**src/rtl/spi_sub_rx.sv**
```systemverilog
// SPI subordinate receiver: synchronises sclk/mosi/csb into sys_clk, shifts WORD_WIDTH+2 bit frames.
// Optional saturating frame-error counter on err_count when SPI_SUB_RX_ERR_CNT_EN is defined.
module spi_sub_rx #(
  parameter int WORD_WIDTH = 16
) (
  input  logic                  sys_clk,
  input  logic                  rst,
  input  logic                  sclk,
  input  logic                  mosi,
  input  logic                  csb,
  output logic [WORD_WIDTH-1:0] data_out,
  output logic [1:0]            power_state_out,
  output logic                  valid,
  output logic                  frame_err,
  output logic                  busy
`ifdef SPI_SUB_RX_ERR_CNT_EN
  ,
  output logic [7:0]            err_count
`endif
);

  localparam int FRAME_W = WORD_WIDTH + 2;
  localparam int CNT_MAX = WORD_WIDTH + 3;
  localparam int CNT_W   = $clog2(CNT_MAX + 1);

  typedef enum logic [1:0] {IDLE, ACTIVE, ARMED} state_t;

  // Stops at CNT_MAX so an overlong frame can never wrap back to a legal length.
  function automatic logic [CNT_W-1:0] sat_inc(input logic [CNT_W-1:0] c);
    if (c == CNT_W'(CNT_MAX)) return c;
    return c + CNT_W'(1);
  endfunction

  logic sclk_s1, sclk_s2, csb_s1, csb_s2, mosi_s1, mosi_s2;
  logic sclk_d, csb_d;
  logic sclk_fall_p0, csb_fall_p0, csb_rise_p0, mosi_p0;

  state_t             state_q, state_d;
  logic [FRAME_W-1:0] shift_q, shift_d;
  logic [CNT_W-1:0]   cnt_q, cnt_d;
  logic               load, err;

  // Stage: two-flop synchronisers, then registered edge pulses (_p0)
  always_ff @(posedge sys_clk or posedge rst) begin
    if (rst) begin
      sclk_s1      <= 1'b0;
      sclk_s2      <= 1'b0;
      csb_s1       <= 1'b0;
      csb_s2       <= 1'b0;
      mosi_s1      <= 1'b0;
      mosi_s2      <= 1'b0;
      sclk_d       <= 1'b0;
      csb_d        <= 1'b0;
      sclk_fall_p0 <= 1'b0;
      csb_fall_p0  <= 1'b0;
      csb_rise_p0  <= 1'b0;
      mosi_p0      <= 1'b0;
    end else begin
      sclk_s1      <= sclk;
      sclk_s2      <= sclk_s1;
      csb_s1       <= csb;
      csb_s2       <= csb_s1;
      mosi_s1      <= mosi;
      mosi_s2      <= mosi_s1;
      sclk_d       <= sclk_s2;
      csb_d        <= csb_s2;
      sclk_fall_p0 <= sclk_d & ~sclk_s2;
      csb_fall_p0  <= csb_d & ~csb_s2;
      csb_rise_p0  <= ~csb_d & csb_s2;
      mosi_p0      <= mosi_s2;
    end
  end

  always_ff @(posedge sys_clk or posedge rst) begin
    if (rst) state_q <= ARMED;
    else     state_q <= state_d;
  end

  always_comb begin
    state_d = state_q;
    shift_d = shift_q;
    cnt_d   = cnt_q;
    load    = 1'b0;
    err     = 1'b0;
    unique case (state_q)
      ARMED: begin
        // csb_d is the synchronised csb level aligned with the _p0 pulses
        if (csb_d) state_d = IDLE;
      end
      IDLE: begin
        if (csb_fall_p0) begin
          state_d = ACTIVE;
          shift_d = '0;
          cnt_d   = '0;
          if (sclk_fall_p0) begin
            shift_d = FRAME_W'(mosi_p0);
            cnt_d   = CNT_W'(1);
          end
        end
      end
      ACTIVE: begin
        if (csb_rise_p0) begin
          state_d = IDLE;
          if (cnt_q == CNT_W'(FRAME_W)) load = 1'b1;
          else                          err  = 1'b1;
        end else if (sclk_fall_p0) begin
          shift_d = {shift_q[FRAME_W-2:0], mosi_p0};
          cnt_d   = sat_inc(cnt_q);
        end
      end
      default: state_d = ARMED;
    endcase
  end

  // Stage: frame datapath and registered outputs
  always_ff @(posedge sys_clk or posedge rst) begin
    if (rst) begin
      shift_q         <= '0;
      cnt_q           <= '0;
      data_out        <= '0;
      power_state_out <= 2'b00;
      valid           <= 1'b0;
      frame_err       <= 1'b0;
    end else begin
      shift_q   <= shift_d;
      cnt_q     <= cnt_d;
      valid     <= load;
      frame_err <= err;
      if (load) begin
        data_out        <= shift_q[WORD_WIDTH-1:0];
        power_state_out <= shift_q[FRAME_W-1:WORD_WIDTH];
      end
    end
  end

  assign busy = (state_q == ACTIVE);

`ifdef SPI_SUB_RX_ERR_CNT_EN
  always_ff @(posedge sys_clk or posedge rst) begin
    if (rst)                               err_count <= 8'd0;
    else if (frame_err && err_count != 8'hFF) err_count <= err_count + 8'd1;
  end
`endif

endmodule

```
**config.mk**
```make
export PLATFORM = sky130hd
export DESIGN_NAME = spi_sub_rx
export DESIGN_NICKNAME = d
export VERILOG_FILES = /design/src/rtl/spi_sub_rx.sv
export SDC_FILE = /design/constraint.sdc
export NUM_CORES = 1
export LEC_CHECK = 0
export CAP_MARGIN = 30
export CORE_MARGIN = 2
export CORE_UTILIZATION = 59
export DETAILED_ROUTE_END_ITERATION = 7
export GPL_ROUTABILITY_DRIVEN = 0
export PLACE_DENSITY_LB_ADDON = 0.08
export SETUP_SLACK_MARGIN = 0.05
export SLEW_MARGIN = 40
export SYNTH_ARGS = -nofsm -noshare
export SYNTH_HDL_FRONTEND = slang
export SYNTH_SLANG_ARGS = --single-unit
```
**constraint.sdc**
```tcl
create_clock -name sys_clk -period 4.3 [get_ports sys_clk]
set_input_delay 0.645 -clock sys_clk [delete_from_list [all_inputs] [get_ports sys_clk]]
set_output_delay 0.645 -clock sys_clk [all_outputs]
set_load 0.01 [all_outputs]
```
==> results of run 1 <==
==> sequential cells by signal, summed over array words and instances, names as in the netlist, 2 cells and up <==
signal           count
state_q              2
shift_q             18
data_out            16
cnt_q                5
power_state_out      2
==> power by group through the flow <==
| stage | sequential, mW | clock [mW] | combinational [mW] |
|---|---|---|---|
| final | 0.609 | 0.526 | 0.129 |
| after global routing | 0.614 | 0.567 | 0.144 |
| after CTS | 0.609 | 0.535 | 0.130 |
| after detailed placement | 0.618 | 0 | 0.129 |
| after global placement | 0.615 | 0 | 0.117 |
| after floorplan | 0.607 | 0 | 0.102 |
==> metal layers <==
metal / vias to the layer above / share of wire (%)
met2: 41 / 49
met3: 8 / 4.8
met5: - / 0
met1: 754 / 43
met4: 0 / 2.3
li1: 676 / -
==> synthesized netlist by cell type <==
master / number
dfrtp_1: 56
nand3_1: 20
nand2_1: 18
mux2_2: 10
o21ai_2: 10
mux2_4: 9
o21ai_0: 9
inv_1: 6
a22o_1: 3
buf_6: 3
clkbuf_1: 3
nor2b_1: 3
nor3_1: 3
a21o_1: 2
buf_1: 2
buf_2: 2
ha_1: 2
o22a_1: 2
a211oi_1: 1
a21boi_0: 1
a21oi_1: 1
a22oi_1: 1
and2_1: 1
and2b_1: 1
buf_4: 1
dfstp_2: 1
nand3b_1: 1
nand4_4: 1
nand4bb_1: 1
nor2_1: 1
nor3b_2: 1
nor4bb_1: 1
o32ai_1: 1
or3b_1: 1
==> cells by family after synthesis <==
logic type | after synthesis
buf+inv | 17
simple gates | 53
mux | 19
flops | 57
compound gates | 31
fa+ha+maj | 2
==> critical path: stages, from the launching register on <==
cell and delay (ns):
dfstp_2 0.56, and2b_1 0.19, buf_4 0.22, clkdlybuf4s50_1 0.51
==> area by class of cell <==
type	count	share of cell area, %
sequential	57	51.4
multi-input combinational	105	28.5
timing repair buffer	27	9.54
clock buffer	10	4.59
clock inverter	6	2.97
tap	48	2.16
inverter	6	0.900
==> metrics by stage <==
| stage | hold WS (ns) | utilization [%] | instances |
|---|---|---|---|
| final | 0.350 | 74.8 | 259 |
| after global routing | 0.367 | 74.8 | 259 |
| after CTS | 0.353 | 74.8 | 259 |
| after detailed placement | 0.336 | 69.1 | 243 |
| after global placement | 0.332 | 69.1 | 243 |
| after floorplan | 0.331 | - | 179 |
==> path summary, 6_finish.rpt <==
kind	end	depth (start not counted)	slack, ns
hold / removal	mosi_s2	0	0.35
min in group asynchronous	csb_s2	2	0.77
hold reg to reg	mosi_s2	0	0.35
max in group asynchronous	shift_q[1]	2	3.08
setup / recovery	busy	3	1.84
setup reg to reg	shift_q[16]	3	2.22
==> flow_summary.toml, run 1 <==
[outcome]
status = "complete, no violations"

[logic_synthesis]
synth_compound_gate_area_share_pct = 9.85
synth-adder-area-share_pct = 1.08
synthXorXnorAreaFrac_pct = 0
synth_simple_gate_area_share_pct = 12.6
synth_cells = 179
synth_top_family_by_area = "simple AND/OR/NAND/NOR gates"
synthMuxAreaShare_pct = 10.7
syn_area_um2 = 2310
synth_nets = 186
yosys_warnings = 0
synth.area.top_cells = "dfrtp_1 (61%), mux2_4 (5.8%), mux2_2 (4.9%), nand3_1 (4.3%), o21ai_2 (3.8%)"
yosysUniqueCellTypes = 34
avgSynthCellArea_um2 = 12.9
seq_area_frac_synth_pct = 61.8
synth_top_cell_by_area = "dfrtp_1"
netlist.area_leader.share_pct = 60.6
synth_seq_cells = 57

[floorplanning]
die_h_um = 66.6
core_area_um2 = 3720
fp-row-count = 22
io_pins = 26
start_util_pct = 62.2
die_w_um = 66.6
die_area_um2 = 4430

[global_routing]
grt_max_degree = 58
grt_pass1_wl_um = 7220
grt.total_usage_pct = 23.0
antenna_found_initial = 0
use_met2_pct = 35.4
met1_usage_pct = 29.0
grt_pass1_vias = 1451
overflow = 0
grt.met3_usage_pct = 9.12
top_usage_layer = "met2"

[cells_and_area]
multi_input_area_um2 = 792
fillCellCount = 237
n_antenna_cell = 0
final_common_cell = "dfrtp_1"
postLayoutCellArea_um2 = 2780
fin_nets = 213
final_cell_mix = "dfrtp_1 (56), clkdlybuf4s50_1 (25), nand3_1 (20)"
areaGrowthSynthToFinish_pct = 20.3
seq_area_um2 = 1430
drive_gt1_share_pct = 24.2

[setup_path]
crit_required_ns = 3.65
critPathLaunchType = "flip-flop"
reg2reg_from = "state_q[1]"
worstSetupPathType = "flip-flop to primary output"
cp_max_fo = 26
crit_path_end_kind = "primary output"
cp.arrival_ns = 1.82
crit_start = "state_q[1]"

[min_path]
hp-class = "flip-flop to flip-flop"
holdCritStartpoint = "mosi_s1"

[clock_tree]
cts_buffers = 9
cts_sinks = 57
cts_max_level = 3
postCtsSetupBuffers = 0
clk_pin_slew_ns = 0.06
clk_path_buf_depth = 2
clk_latency_ns = 0.33
cts_hold_buf = 0
cts_root_buffer = "clkbuf_8"
cts_resized = 0
cts_tree = "built"

[route]
routedWlPerCell_um = 16.5
detail-route-antenna-nets = 0
wl_um = 4290
viasPerCell = 5.71
dr.pass1.iters = 6
drt_iter0_markers = 155
drc = 0
vias = 1479

[sta]
rsz0062_at_grt = "false"
fin_crit_sh_pct = 57.3
final-hold-violation-count = 0
tns_ns = 0
finalWorstSetupSlack_ns = 1.84
setup_viol = 0
clock_skew_ns = 0.00913
worst_pin_slew_ns = 0.763
slew-limit-headroom_pct = 49.1
slew_violations = 0
fin_crit_ns = 2.46
fmax_ghz = 0.406

[pwr]
switching_share_pct = 25.3
totalPowerFinal_mw = 1.26
p_sw_uw = 320
internal_power_uw = 944
clkPwrFrac_pct = 41.6
vdd_drop_max_mv = 0.301
combPwrFrac_pct = 10.2
cellLeakagePower_nw = 1.30
p_per_area_nw_per_um2 = 455
seqPwrFrac_pct = 48.2

[place]
dp_slack_ns = 1.92
placed_area_um2 = 2570
port_buffers = 25
place_hpwl_um = 2590

[run]
max-cap-violations = 0
Note: power is estimated with default switching activity, not from simulation.
==> run 2: changes to the inputs <==
--- a/config.mk
+++ b/config.mk
@@ -7,7 +7,7 @@
 export LEC_CHECK = 0
 export CAP_MARGIN = 30
 export CORE_MARGIN = 2
-export CORE_UTILIZATION = 59
+export CORE_UTILIZATION = 55
 export DETAILED_ROUTE_END_ITERATION = 7
 export GPL_ROUTABILITY_DRIVEN = 0
 export PLACE_DENSITY_LB_ADDON = 0.08
==> constraint.sdc (replaced) <==
create_clock -name sys_clk -period 2.3 [get_ports sys_clk]
set_input_delay 0.345 -clock sys_clk [delete_from_list [all_inputs] [get_ports sys_clk]]
set_output_delay 0.345 -clock sys_clk [all_outputs]
set_load 0.01 [all_outputs]
==> run 2 against run 1 <==
Effect of this change: combinational power increased by 87%; worst setup slack got worse by 1.7 ns; die area increased by 6.8%; largest power group unchanged; clock power increased by 53%; highest routed layer unchanged; routed wire length decreased by 6.1%; clock skew decreased by 0.0051 ns; register-to-register slack got worse by 1.7 ns; sequential power increased by 87%; via count decreased by 1.1%; worst hold slack got worse by 0.0019 ns; count of clock-buffer cells in the layout increased by 3; cell count increased by 1.5%.
==> flow_summary.toml, run 2 (synthesized netlist as in run 1, its figures left out) <==
[cells_and_area]
max_flop_register = "shift_q"
reg_top3 = "shift_q x18, data_out x16, cnt_q x5"
seq_area_um2 = 1430
final_cell_mix = "dfrtp_1 (56), clkdlybuf4s50_1 (25), nand3_1 (20)"
fillCellCount = 316
largest_register_ffs = 18
fin_nets = 215
areaGrowthSynthToFinish_pct = 19.9
n_antenna_cell = 0
drive_gt1_share_pct = 24.4
final_common_cell = "dfrtp_1"
multi_input_area_um2 = 792
utilization_pct = 68.8

[route]
drc = 0
viasPerCell = 5.56
wl_um = 4020
drt_iter0_markers = 124
routedWlPerCell_um = 15.3
detail-route-antenna-nets = 0
dr.pass1.iters = 4
vias = 1463

[min_path]
hp-class = "flip-flop to flip-flop"

[floorplanning]
core_area_um2 = 4030
start_util_pct = 57.4
die_h_um = 68.8
io_pins = 26
die_area_um2 = 4740
die_w_um = 68.8
fp-row-count = 23

[global_routing]
grt_pass1_vias = 1435
grt.total_usage_pct = 20.4
grt_max_degree = 58
overflow = 0
grt_pass1_wl_um = 6800
antenna_found_initial = 0

[setup_path]
cp_max_fo = 10
crit_required_ns = 1.96
worstSetupPathType = "flip-flop to primary output"
crit_path_end_kind = "primary output"
cp.arrival_ns = 1.78
critPathLaunchType = "flip-flop"

[sta]
fin_crit_sh_pct = 92.5
timing.hold.ws_ns = 0.348
fin_crit_ns = 2.13
setup_viol = 0
rsz0062_at_grt = "false"
slew-limit-headroom_pct = 65.9
clock_skew_ns = 0.00401
worst_pin_slew_ns = 0.505
tns_ns = 0
fmax_ghz = 0.470
slew_violations = 0
final-hold-violation-count = 0

[run]
max-cap-violations = 0

[clock_tree]
cts_buffers = 9
cts_tree = "built"
clk_pin_slew_ns = 0.06
postCtsSetupBuffers = 0
cts_hold_buf = 0
cts_resized = 0
clk_path_buf_depth = 2
cts_root_buffer = "clkbuf_8"
cts_max_level = 3
cts_sinks = 57
clk_latency_ns = 0.32

[outcome]
status = "complete, no violations"

[pwr]
cellLeakagePower_nw = 1.30
vdd_drop_max_mv = 0.635
p_per_area_nw_per_um2 = 788

[place]
port_buffers = 25
place_hpwl_um = 2490
[run 2: cell types whose count changed in the layout (fill, tap and decap cells not counted), sizes merged]
cell	before	now
clkinvlp	1	0
buf	2	4
clkbuf	10	13
bufinv	2	0
[run 2: worst paths after layout]
check                      slack [ns]  cells after the start                  to        from
max                              0.17                      2                busy  state_q[0]
max reg2reg                      0.48                      3  power_state_out[0]  state_q[0]
min in group asynchronous        0.39                      3              csb_s1         rst
min                              0.35                      0             mosi_p0     mosi_s2
min reg2reg                      0.35                      0             mosi_p0     mosi_s2
max in group asynchronous        1.63                      3          state_q[1]         rst
[run 2: report_power, final]
| part | internal, mW | switching (mW) | total, mW |
|---|---|---|---|
| Clock | 0.444 | 0.362 | 0.806 |
| Combinational | 0.0964 | 0.145 | 0.241 |
| Sequential | 1.07 | 0.0663 | 1.14 |
[run 2: worst max-delay path, cell delays in order (launching register included)]
cell and delay [ns]:
dfrtp_1 0.43, and2b_1 0.40, clkdlybuf4s50_1 0.63
[run 2: cell type report]
class / instances / area share (%)
clock buffers: 13 / 5.73
well taps: 50 / 2.26
repair buffers: 29 / 10.6
inverters: 6 / 0.813
clock inverters: 3 / 0.542
multi-input cells: 105 / 28.6
flip-flops and latches: 57 / 51.5
[run 2: through the flow]
step	instances	total power, mW	cell area, um2	worst slack (ns)
after global routing	263	2.31	2770	0.0859
after CTS	263	2.20	2770	0.175
after detailed placement	247	1.40	2600	0.492
final	263	2.18	2770	0.174
after global placement	247	1.38	2600	0.533
after floorplan	179	1.33	2310	0.557
[run 2: routing by layer]
layer	share of wire [%]	vias to the layer above	wire length (um)	GRT usage [%]
met5	0	-	0	0
met2	48	49	1950	30.9
li1	-	683	-	-
met3	5.6	7	224	8.12
met4	1.0	0	42	9.07
met1	45	724	1810	26.0
